--- config.mk ---
export PLATFORM = sky130hd
export DESIGN_NAME = mem_port_arbiter_flat
export DESIGN_NICKNAME = d
export VERILOG_FILES = /design/src/rtl/mem_port_arbiter_if.sv /design/src/rtl/mem_port_arbiter.sv /design/src/flat_wrapper.sv
export SDC_FILE = /design/constraint.sdc
export NUM_CORES = 1
export LEC_CHECK = 0
export BUFFER_PORTS_ARGS = -buffer_cell sky130_fd_sc_hd__buf_2
export CAP_MARGIN = 20
export CORE_ASPECT_RATIO = 0.9
export CORE_MARGIN = 5
export CORE_UTILIZATION = 32
export DETAILED_ROUTE_END_ITERATION = 7
export PLACE_DENSITY_LB_ADDON = 0.25
export SLEW_MARGIN = 30
export SYNTH_ARGS = -nofsm -noshare
export SYNTH_HDL_FRONTEND = slang
export SYNTH_SLANG_ARGS = --single-unit
--- constraint.sdc ---
create_clock -name clock -period 2 [get_ports clock]
set_clock_uncertainty 0.15 [all_clocks]
set_input_delay 0.1 -clock clock [delete_from_list [all_inputs] [get_ports clock]]
set_output_delay 0.1 -clock clock [all_outputs]
set_load 0.02 [all_outputs]
--- src/rtl/mem_port_arbiter_if.sv ---
// ============================================================================
// Interface : mem_port_arbiter_if
// Brief     : Requester handshakes (core = port 0, loader = port 1) plus the
//             external memory pins served by mem_port_arbiter.
//             With MEM_PORT_ARBITER_LOCK_EN defined, lock0/lock1 are added.
// Revision  : 1.0 - initial release
// ============================================================================
`default_nettype none

interface mem_port_arbiter_if #(
    parameter int ADDR_W = 8,
    parameter int DATA_W = 8
);
    // Port 0 (stack-machine core)
    logic              req0;
    logic              we0;
    logic [ADDR_W-1:0] addr0;
    logic [DATA_W-1:0] wdata0;
    logic              gnt0;
    logic [DATA_W-1:0] rdata0;
    logic              rvalid0;

    // Port 1 (host/debug loader)
    logic              req1;
    logic              we1;
    logic [ADDR_W-1:0] addr1;
    logic [DATA_W-1:0] wdata1;
    logic              gnt1;
    logic [DATA_W-1:0] rdata1;
    logic              rvalid1;

`ifdef MEM_PORT_ARBITER_LOCK_EN
    logic              lock0;
    logic              lock1;
`endif

    // External memory port
    logic              mem_req;
    logic              mem_we;
    logic [ADDR_W-1:0] mem_addr;
    logic [DATA_W-1:0] mem_wdata;
    logic [DATA_W-1:0] mem_rdata;

    // Arbiter side
    modport slave (
`ifdef MEM_PORT_ARBITER_LOCK_EN
        input  lock0, lock1,
`endif
        input  req0, we0, addr0, wdata0,
        output gnt0, rdata0, rvalid0,
        input  req1, we1, addr1, wdata1,
        output gnt1, rdata1, rvalid1,
        output mem_req, mem_we, mem_addr, mem_wdata,
        input  mem_rdata
    );

    // Requester / memory-model side
    modport master (
`ifdef MEM_PORT_ARBITER_LOCK_EN
        output lock0, lock1,
`endif
        output req0, we0, addr0, wdata0,
        input  gnt0, rdata0, rvalid0,
        output req1, we1, addr1, wdata1,
        input  gnt1, rdata1, rvalid1,
        input  mem_req, mem_we, mem_addr, mem_wdata,
        output mem_rdata
    );
endinterface

`default_nettype wire

--- src/rtl/mem_port_arbiter.sv ---
// ============================================================================
// Module   : mem_port_arbiter
// Brief    : Shares the single external memory port between the stack-machine
//            core (port 0) and the host/debug loader (port 1). Requests are
//            accepted by a req/gnt handshake, arbitrated round-robin, issued
//            as one memory access each; read data returns RD_LATENCY cycles
//            after the issue cycle.
//            Optional macro MEM_PORT_ARBITER_LOCK_EN: lock0/lock1 let the
//            current owner keep the port for its next request.
// Revision : 1.0 - initial release
// ============================================================================
`default_nettype none

module mem_port_arbiter #(
    parameter int RD_LATENCY = 1,
    parameter int ADDR_W     = 8,
    parameter int DATA_W     = 8
) (
    input  wire logic         clock,
    input  wire logic         reset,
    mem_port_arbiter_if.slave bus
);

    localparam int             c_cnt_w  = 4;
    localparam logic [c_cnt_w-1:0] c_rd_lat = c_cnt_w'(RD_LATENCY);

    typedef enum logic [1:0] {
        IDLE  = 2'd0,
        ISSUE = 2'd1,
        WAIT  = 2'd2
    } state_t;

    state_t             r_state;
    state_t             w_next_state;

    logic               r_owner;        // port that owns the transaction in flight
    logic               r_last_winner;  // port that won the previous acceptance
    logic               r_we;
    logic [ADDR_W-1:0]  r_addr;
    logic [DATA_W-1:0]  r_wdata;
    logic [c_cnt_w-1:0] r_cnt;
    logic [DATA_W-1:0]  r_rdata0;
    logic [DATA_W-1:0]  r_rdata1;
    logic               r_rvalid0;
    logic               r_rvalid1;

    logic               w_eff_req0;
    logic               w_eff_req1;
    logic               w_gnt0;
    logic               w_gnt1;
    logic               w_accept;
    logic               w_rd_done;

`ifdef MEM_PORT_ARBITER_LOCK_EN
    logic               r_lock;

    // A locked owner hides the other port's request from arbitration.
    assign w_eff_req0 = bus.req0 && !(r_lock &&  r_owner);
    assign w_eff_req1 = bus.req1 && !(r_lock && !r_owner);
`else
    assign w_eff_req0 = bus.req0;
    assign w_eff_req1 = bus.req1;
`endif

    assign w_accept  = w_gnt0 || w_gnt1;
    assign w_rd_done = (r_state == WAIT) && (r_cnt == 4'd1);

    // State register.
    always_ff @(posedge clock or posedge reset) begin
        if (reset) begin
            r_state <= IDLE;
        end else begin
            r_state <= w_next_state;
        end
    end

    // Next-state logic and combinational grants (grants only exist in IDLE).
    always_comb begin
        w_next_state = r_state;
        w_gnt0       = 1'b0;
        w_gnt1       = 1'b0;
        case (r_state)
            IDLE: begin
                if (!reset) begin
                    // On contention the port that did not win last time goes.
                    w_gnt0 = w_eff_req0 && (!w_eff_req1 ||  r_last_winner);
                    w_gnt1 = w_eff_req1 && (!w_eff_req0 || !r_last_winner);
                end
                if (w_gnt0 || w_gnt1) begin
                    w_next_state = ISSUE;
                end
            end
            ISSUE: begin
                w_next_state = r_we ? IDLE : WAIT;
            end
            WAIT: begin
                if (r_cnt == 4'd1) begin
                    w_next_state = IDLE;
                end
            end
            default: begin
                w_next_state = IDLE;
            end
        endcase
    end

    // Capture the winning request; address/data also drive the memory pins.
    always_ff @(posedge clock or posedge reset) begin
        if (reset) begin
            r_owner       <= 1'b0;
            r_last_winner <= 1'b1;
            r_we          <= 1'b0;
            r_addr        <= '0;
            r_wdata       <= '0;
        end else if (w_accept) begin
            r_owner       <= w_gnt1;
            r_last_winner <= w_gnt1;
            r_we          <= w_gnt1 ? bus.we1    : bus.we0;
            r_addr        <= w_gnt1 ? bus.addr1  : bus.addr0;
            r_wdata       <= w_gnt1 ? bus.wdata1 : bus.wdata0;
        end
    end

`ifdef MEM_PORT_ARBITER_LOCK_EN
    // Lock is re-sampled at every acceptance, so an unlocked request releases it.
    always_ff @(posedge clock or posedge reset) begin
        if (reset) begin
            r_lock <= 1'b0;
        end else if (w_accept) begin
            r_lock <= w_gnt1 ? bus.lock1 : bus.lock0;
        end
    end
`endif

    // Read latency countdown: loaded in ISSUE for reads, counts down in WAIT.
    always_ff @(posedge clock or posedge reset) begin
        if (reset) begin
            r_cnt <= '0;
        end else if ((r_state == ISSUE) && !r_we) begin
            r_cnt <= c_rd_lat;
        end else if (r_state == WAIT) begin
            r_cnt <= r_cnt - 4'd1;
        end
    end

    // Return read data to the owner; rdata holds until that port's next read.
    always_ff @(posedge clock or posedge reset) begin
        if (reset) begin
            r_rdata0  <= '0;
            r_rdata1  <= '0;
            r_rvalid0 <= 1'b0;
            r_rvalid1 <= 1'b0;
        end else begin
            r_rvalid0 <= w_rd_done && !r_owner;
            r_rvalid1 <= w_rd_done &&  r_owner;
            if (w_rd_done && !r_owner) begin
                r_rdata0 <= bus.mem_rdata;
            end
            if (w_rd_done && r_owner) begin
                r_rdata1 <= bus.mem_rdata;
            end
        end
    end

    assign bus.gnt0      = w_gnt0;
    assign bus.gnt1      = w_gnt1;
    assign bus.rdata0    = r_rdata0;
    assign bus.rdata1    = r_rdata1;
    assign bus.rvalid0   = r_rvalid0;
    assign bus.rvalid1   = r_rvalid1;
    assign bus.mem_req   = (r_state == ISSUE);
    assign bus.mem_we    = (r_state == ISSUE) && r_we;
    assign bus.mem_addr  = r_addr;
    assign bus.mem_wdata = r_wdata;

endmodule

`default_nettype wire

--- src/flat_wrapper.sv ---
// flat-port wrapper written by rule: the top's interface ports become plain ports
module mem_port_arbiter_flat 
#(
    parameter int RD_LATENCY = 1,
    parameter int ADDR_W     = 8,
    parameter int DATA_W     = 8
)
  (clock, reset, bus_req0, bus_we0, bus_addr0, bus_wdata0, bus_gnt0, bus_rdata0, bus_rvalid0, bus_req1, bus_we1, bus_addr1, bus_wdata1, bus_gnt1, bus_rdata1, bus_rvalid1, bus_mem_req, bus_mem_we, bus_mem_addr, bus_mem_wdata, bus_mem_rdata);
  mem_port_arbiter_if #(.ADDR_W(ADDR_W), .DATA_W(DATA_W)) bus_i ();
  input  wire logic clock;
  input  wire logic reset;
  input wire logic [$bits(bus_i.req0)-1:0] bus_req0;
  input wire logic [$bits(bus_i.we0)-1:0] bus_we0;
  input wire logic [$bits(bus_i.addr0)-1:0] bus_addr0;
  input wire logic [$bits(bus_i.wdata0)-1:0] bus_wdata0;
  output wire logic [$bits(bus_i.gnt0)-1:0] bus_gnt0;
  output wire logic [$bits(bus_i.rdata0)-1:0] bus_rdata0;
  output wire logic [$bits(bus_i.rvalid0)-1:0] bus_rvalid0;
  input wire logic [$bits(bus_i.req1)-1:0] bus_req1;
  input wire logic [$bits(bus_i.we1)-1:0] bus_we1;
  input wire logic [$bits(bus_i.addr1)-1:0] bus_addr1;
  input wire logic [$bits(bus_i.wdata1)-1:0] bus_wdata1;
  output wire logic [$bits(bus_i.gnt1)-1:0] bus_gnt1;
  output wire logic [$bits(bus_i.rdata1)-1:0] bus_rdata1;
  output wire logic [$bits(bus_i.rvalid1)-1:0] bus_rvalid1;
  output wire logic [$bits(bus_i.mem_req)-1:0] bus_mem_req;
  output wire logic [$bits(bus_i.mem_we)-1:0] bus_mem_we;
  output wire logic [$bits(bus_i.mem_addr)-1:0] bus_mem_addr;
  output wire logic [$bits(bus_i.mem_wdata)-1:0] bus_mem_wdata;
  input wire logic [$bits(bus_i.mem_rdata)-1:0] bus_mem_rdata;
  assign bus_i.req0 = bus_req0;
  assign bus_i.we0 = bus_we0;
  assign bus_i.addr0 = bus_addr0;
  assign bus_i.wdata0 = bus_wdata0;
  assign bus_gnt0 = bus_i.gnt0;
  assign bus_rdata0 = bus_i.rdata0;
  assign bus_rvalid0 = bus_i.rvalid0;
  assign bus_i.req1 = bus_req1;
  assign bus_i.we1 = bus_we1;
  assign bus_i.addr1 = bus_addr1;
  assign bus_i.wdata1 = bus_wdata1;
  assign bus_gnt1 = bus_i.gnt1;
  assign bus_rdata1 = bus_i.rdata1;
  assign bus_rvalid1 = bus_i.rvalid1;
  assign bus_mem_req = bus_i.mem_req;
  assign bus_mem_we = bus_i.mem_we;
  assign bus_mem_addr = bus_i.mem_addr;
  assign bus_mem_wdata = bus_i.mem_wdata;
  assign bus_i.mem_rdata = bus_mem_rdata;
  mem_port_arbiter #(.RD_LATENCY(RD_LATENCY), .ADDR_W(ADDR_W), .DATA_W(DATA_W)) u_core (.clock(clock), .reset(reset), .bus(bus_i));
endmodule
Yosys cells after proc, flatten, opt, wreduce, memory -nomap -nowiden
Index checks and enable logic that the tools add are counted.

Bits in registers: 43. Input bits: 46. Output and inout bits: 38.

$add $sub $neg: 1. Equality and inequality tests: 5. Mux-type cells: 15. Reduce and logical (&&, ||, !) cells: 19.

Operators with widths (number): two-way mux 8 bit (2); two-way mux 4 bit (2); logical AND 1 bit (7); two-way mux 1 bit (7); two-way mux 2 bit (3); case mux 2 bit (3 select lines) (1); logical NOT 1 bit (5); == test 4 x 1 -> 1 bit, second input constant (1); logical OR 1 bit (4); subtractor 4 x 1 -> 4 bit, second input constant (1); == test 2 x 1 -> 1 bit, second input constant (1); == test 2 bit, second input constant (1); logical NOT 2 bit (1); != test 2 x 1 -> 1 bit, second input constant (1); != test 2 bit, second input constant (1); AND reduction 2 bit (1); nonzero test 2 bit (1).

Longest topological paths before layout
Word-level depth: 8. Depth in mapped cells: 6. Mapped depth without buffers: 5.

Worst setup path before layout
Ideal clock, no wire load.

Path kind: register to register. Start: register u_core.r_cnt[1]. End: register u_core.r_rdata0[0] (netlist: u_core.bus.rdata0[0]). Arrival: 1.525 ns. Slack: 0.200 ns. Cell stages (with the launch flop): 6. Path buffers: 0. Period minus slack after synthesis: 1.800 ns. Path through: dfrtp_1 inv_1 ha_1 nand2b_1 nor4b_4 mux2_2.

Word-level cells in the longest chain between the ends: 3.

RTL lines: from (decl) (RTL line mem_port_arbiter.sv:41) `logic [c_cnt_w-1:0] r_cnt;`; from (signal assigned) (RTL line mem_port_arbiter.sv:140) `r_cnt <= c_rd_lat;`; from (signal assigned) (RTL line mem_port_arbiter.sv:142) `r_cnt <= r_cnt - 4'd1;`; == test 4 x 1 -> 1 bit (RTL line mem_port_arbiter.sv:66) `assign w_rd_done = (r_state == WAIT) && (r_cnt == 4'd1);`; logical AND 1 bit (RTL line mem_port_arbiter.sv:66); logical AND 1 bit (RTL line mem_port_arbiter.sv:156) `if (w_rd_done && !r_owner) begin`; to (signal assigned) (RTL line mem_port_arbiter.sv:157) `r_rdata0 <= bus.mem_rdata;`; to (decl) (RTL line mem_port_arbiter.sv:42) `logic [DATA_W-1:0] r_rdata0;`.

No other way between the ends. A chain may end at the register's enable or synchronous reset.

Worst setup path in the final report
Start: input reset. End: output bus_gnt1.

Word-level cells in the longest chain between the ends: 3.

RTL lines: from (decl) (RTL line flat_wrapper.sv:11) `input wire logic reset;`; two-way mux 1 bit (RTL line mem_port_arbiter.sv:84) `if (!reset) begin`; two-way mux 1 bit (2 in series) (RTL line mem_port_arbiter.sv:82) `case (r_state)`; to (decl) (RTL line flat_wrapper.sv:23) `output wire logic [$bits(bus_i.gnt1)-1:0] bus_gnt1;`.

No other way between the ends. The select of a mux whose other input is x is not followed.

==> metrics.md <==
| Metric | Value |
|---|---|
| Clock transition at the registers of the reported paths | 80 ps |
| Routability-driven placement congestion ratio | 0.707 |
| Biggest fanout along the worst timing path | 18 |
| Outcome | completed |
| Synth Cell Area | 1950 sq um |
| Crit path largest cell delay | 530 ps |
| Number of different library cells in the post-synthesis netlist | 31 |
| Instance count after placement with tap cells included | 331 |
| Wire length of the first global-routing pass | 9.63 mm |
| Clock period minus final worst setup slack | 1890 ps |
| Routed Antenna Nets | 0 |
| Slowest CP cell | sky130_fd_sc_hd__dlygate4sd3_1 |
| MaxCap Viol Count | 0 |
| Endpoints failing setup | 0 |
| Leading cell type in the layout, fill and taps excluded | sky130_fd_sc_hd__buf_2 |
| Instance count of the mapped netlist | 180 |
| Fin. Hold Viols | 0 |
| Filler-free cell count of the finished design | 381 |
| TritonCTS sink count | 43 |
| Post-CTS Setup Bufs | 0 |
| Max Clk Rate | 0.528 GHz |
| Hold crit path type | input port to flip-flop |
| Endpoint of the worst register-to-register path | u_core.bus.rdata1[0] |
| Number of cells on the worst hold path | 3 |
| Worst slew slack as a fraction of its limit | 0.631 |
| Share of cells above drive strength 1 | 0.398 |
| Via count of the routed design | 1,897 |
| Avg Synthesized Cell Area | 10.8 sq um |
| Power density normalized to cell area | 1340 nW/um^2 |
| WP buf/inv | 3 |
| Total Power | 4.00 mW |
| Cell area after placement | 2470 sq um |
| Detailed-placement wirelength estimate | 3.58 mm |
| Clk pwr share | 0.136 |
| Number of cells on the worst reg-to-reg path | 5 |
| Remaining global-route overflow | 0 |
| Maximum number of pins on one net before global-route repair | 44 |
| Critical Path, Cell by Cell | dlygate4sd3_1 > buf_2 > or3_4 > nor2_2 > buf_2 |
| Number of remaining DRC errors | 0 |
| Clock tree from TritonCTS | built |
| Detailed-route vias per instance | 4.98 |
| Post-layout instance area | 3000 sq um |
| Combinational group share of total power | 0.469 |
| Cell Rows | 27 |
| Final clock period utilization by the worst path | 0.946 |
| Clk root buf | sky130_fd_sc_hd__clkbuf_8 |
| Actual slew at the worst max-slew pin | 553 ps |
| Diode insertion count for antenna repair | 0 |
| Starting utilization of the core area | 0.324 |
| Setup TNS | 0 ps |
| Nature of the critical path startpoint | input port |
| Number of flip-flops and latches in the synthesized netlist | 43 |
| P_leak | 1.40 nW |
| Die Ht | 84.0 um |
| Area share of the largest cell type after synthesis | 0.539 |
| Max VDD drop | 0.000655 V |
| Most frequent cells in the layout | sky130_fd_sc_hd__buf_2, sky130_fd_sc_hd__dlygate4sd3_1, sky130_fd_sc_hd__dfrtp_1 |
| Synthesized Nets | 228 |
| Slew Viols, Final | 0 |
| Data arrival time of the critical path | 1640 ps |
| Reg-to-reg setup timing slack | 150 ps |
| Utilization of the core after routing | 0.498 |
| Final-stage net count | 357 |
| Largest buffer count on any clock path | 2 |
| Internal Dissipation | 2.35 mW |
| Source of the worst register-to-register timing path | u_core.r_cnt[1] |
| Gate family responsible for the most delay along the worst path | buffers and inverters |
| Worst-case hold path end point | u_core.r_owner |
| Classification of the worst setup path | input port to primary output |
| Top Ports | 84 |
| Library cell occupying the most area in the post-synthesis netlist | sky130_fd_sc_hd__dfrtp_1 |
| Iter 0 DRT Violations | 77 |
| Routed len/inst | 15.0 um |
| Aggregate routed wire length | 5.73 mm |
| Clock Latency Late Sink | 280 ps |
| Horizontal die dimension | 92.3 um |
| Area of the placeable core | 6010 sq um |
| Global-route usage over all layers | 0.154 |
| Number of global-route vias before repair | 2,025 |
| Clock buffer count from CTS | 5 |
| Number of port buffers | 83 |
| Switching pwr | 1.65 mW |
| Number of search-and-repair iterations in the first detailed-routing pass | 5 |
| H-tree levels | 2 |
| Flop pwr share | 0.395 |
| Sequential area share after synthesis | 0.553 |
| Switching Share | 0.412 |
| Largest cells by area after synthesis | sky130_fd_sc_hd__dfrtp_1, sky130_fd_sc_hd__mux2_2, sky130_fd_sc_hd__a31oi_1, sky130_fd_sc_hd__a21oi_1, sky130_fd_sc_hd__o21ai_0 |
| Kind of end point of the critical path | primary output |
| RSZ-0062 raised after global routing | no |
| Most prevalent standard cell on the critical path | sky130_fd_sc_hd__buf_2 |
| Layout overhead on the synthesized area | 53.7% |
| Overall die area | 7750 sq um |
| Launch point of the worst hold path | bus_req0 |
| Antenna violations before repair | 0 |
| Synth warnings | 0 |
| Required arrival time at the worst endpoint | 1750 ps |
==> metal layers <==
metal,part of all wire,track usage,vias up
met1,0.44,0.193,879
met4,0.016,0.0553,0
li1,-,-,915
met5,0,0,-
met3,0.080,0.0433,10
met2,0.46,0.253,93
==> sequential cells by signal (all words and copies together) (netlist names) <==
signal and cells:
u_core.bus.mem_addr 8, u_core.bus.mem_wdata 8, u_core.bus.rdata0 8, u_core.bus.rdata1 8
u_core.r_cnt 4, u_core.r_state 2, u_core.bus.rvalid0 1, u_core.bus.rvalid1 1
u_core.r_last_winner 1, u_core.r_owner 1, u_core.r_we 1
==> worst min-delay path: stages <==
cell and delay, ps:
sky130_fd_sc_hd__buf_2 110, sky130_fd_sc_hd__nand3_1 110, sky130_fd_sc_hd__a21o_1 120
==> cell type report <==
| type | count | area [sq um] |
|---|---|---|
| tap | 72 | 90.1 |
| clock inverter | 1 | 5.00 |
| timing repair buffer | 134 | 906 |
| sequential | 43 | 1080 |
| inverter | 5 | 18.8 |
| clock buffer | 6 | 82.6 |
| fill | 562 | 3020 |
| multi-input combinational | 120 | 816 |
==> cells by family (layout without fill, tap and decap cells) <==
| family | count (synthesis) | count (layout) | synth area share |
|---|---|---|---|
| XOR/XNOR | 1 | 1 | 0.00449 |
| multiplexers | 16 | 16 | 0.0924 |
| AO/OA/AOI/OAI | 64 | 64 | 0.189 |
| adder cells (fa/ha/maj) | 2 | 2 | 0.0128 |
| flip-flops | 43 | 43 | 0.553 |
| buffers and inverters | 17 | 146 | 0.0359 |
| AND/OR/NAND/NOR | 37 | 37 | 0.113 |
==> worst max-delay path by stage <==
stage,cells after the start,to,start,slack [ps]
floorplan,5,u_core.bus.rdata0[0],u_core.r_cnt[1],200
global placement,5,u_core.bus.rdata1[6],u_core.r_cnt[1],140
detailed placement,5,u_core.bus.rdata1[0],u_core.r_cnt[1],140
CTS,5,bus_gnt1,reset,50
global route,5,bus_gnt1,reset,40
finish,5,bus_gnt1,reset,110
==> power by group through the flow <==
stage / clock, mW / sequential, mW / combinational, mW
6_report: 0.545 / 1.58 / 1.88
5_1_grt: 0.602 / 1.64 / 2.07
4_1_cts: 0.580 / 1.58 / 1.89
3_5_place_dp: 0 / 1.59 / 1.83
2_1_floorplan: 0 / 1.96 / 0.797
3_3_place_gp: 0 / 1.58 / 1.80
==> Yosys cell counts <==
cell type / number
sky130_fd_sc_hd__mux2_2: 16
sky130_fd_sc_hd__nor4b_4: 1
sky130_fd_sc_hd__or3_1: 1
sky130_fd_sc_hd__or2_2: 1
sky130_fd_sc_hd__a21oi_1: 20
sky130_fd_sc_hd__nor2b_1: 2
sky130_fd_sc_hd__nand4b_1: 1
sky130_fd_sc_hd__o21ai_0: 20
sky130_fd_sc_hd__nor3_1: 1
sky130_fd_sc_hd__clkbuf_1: 9
sky130_fd_sc_hd__dfstp_2: 1
sky130_fd_sc_hd__a31oi_1: 17
sky130_fd_sc_hd__and2_1: 2
sky130_fd_sc_hd__dfrtp_1: 42
sky130_fd_sc_hd__o211a_1: 1
sky130_fd_sc_hd__a21bo_2: 1
sky130_fd_sc_hd__ha_1: 2
sky130_fd_sc_hd__nand3_1: 18
sky130_fd_sc_hd__a21o_1: 2
sky130_fd_sc_hd__nor3_2: 1
sky130_fd_sc_hd__nor2_1: 2
sky130_fd_sc_hd__and2b_1: 1
sky130_fd_sc_hd__inv_1: 5
sky130_fd_sc_hd__a32o_1: 1
sky130_fd_sc_hd__a21boi_1: 1
sky130_fd_sc_hd__xnor2_1: 1
sky130_fd_sc_hd__nand2b_1: 3
sky130_fd_sc_hd__buf_2: 2
sky130_fd_sc_hd__buf_4: 1
sky130_fd_sc_hd__a31o_2: 1
sky130_fd_sc_hd__nand2_1: 3
==> stage by stage <==
stage / hold WS, ps / setup slack (ps)
CTS: 41.1 / 49.4
detailed placement: 173 / 145
global route: 71.7 / 39.3
finish: 47.1 / 108
floorplan: 101 / 200
global placement: 162 / 136
==> what timing repair did <==
item / 4_1_cts / 5_1_grt
cloned: 0 / 0
endpoints found under the hold margin: 75 / 0
hold buffers: 43 / 0
resized for setup: 1 / 1
endpoints found under the setup margin: 1 / 1
pin swaps: 0 / 0
No activity file was read; power rests on OpenSTA's default activity.
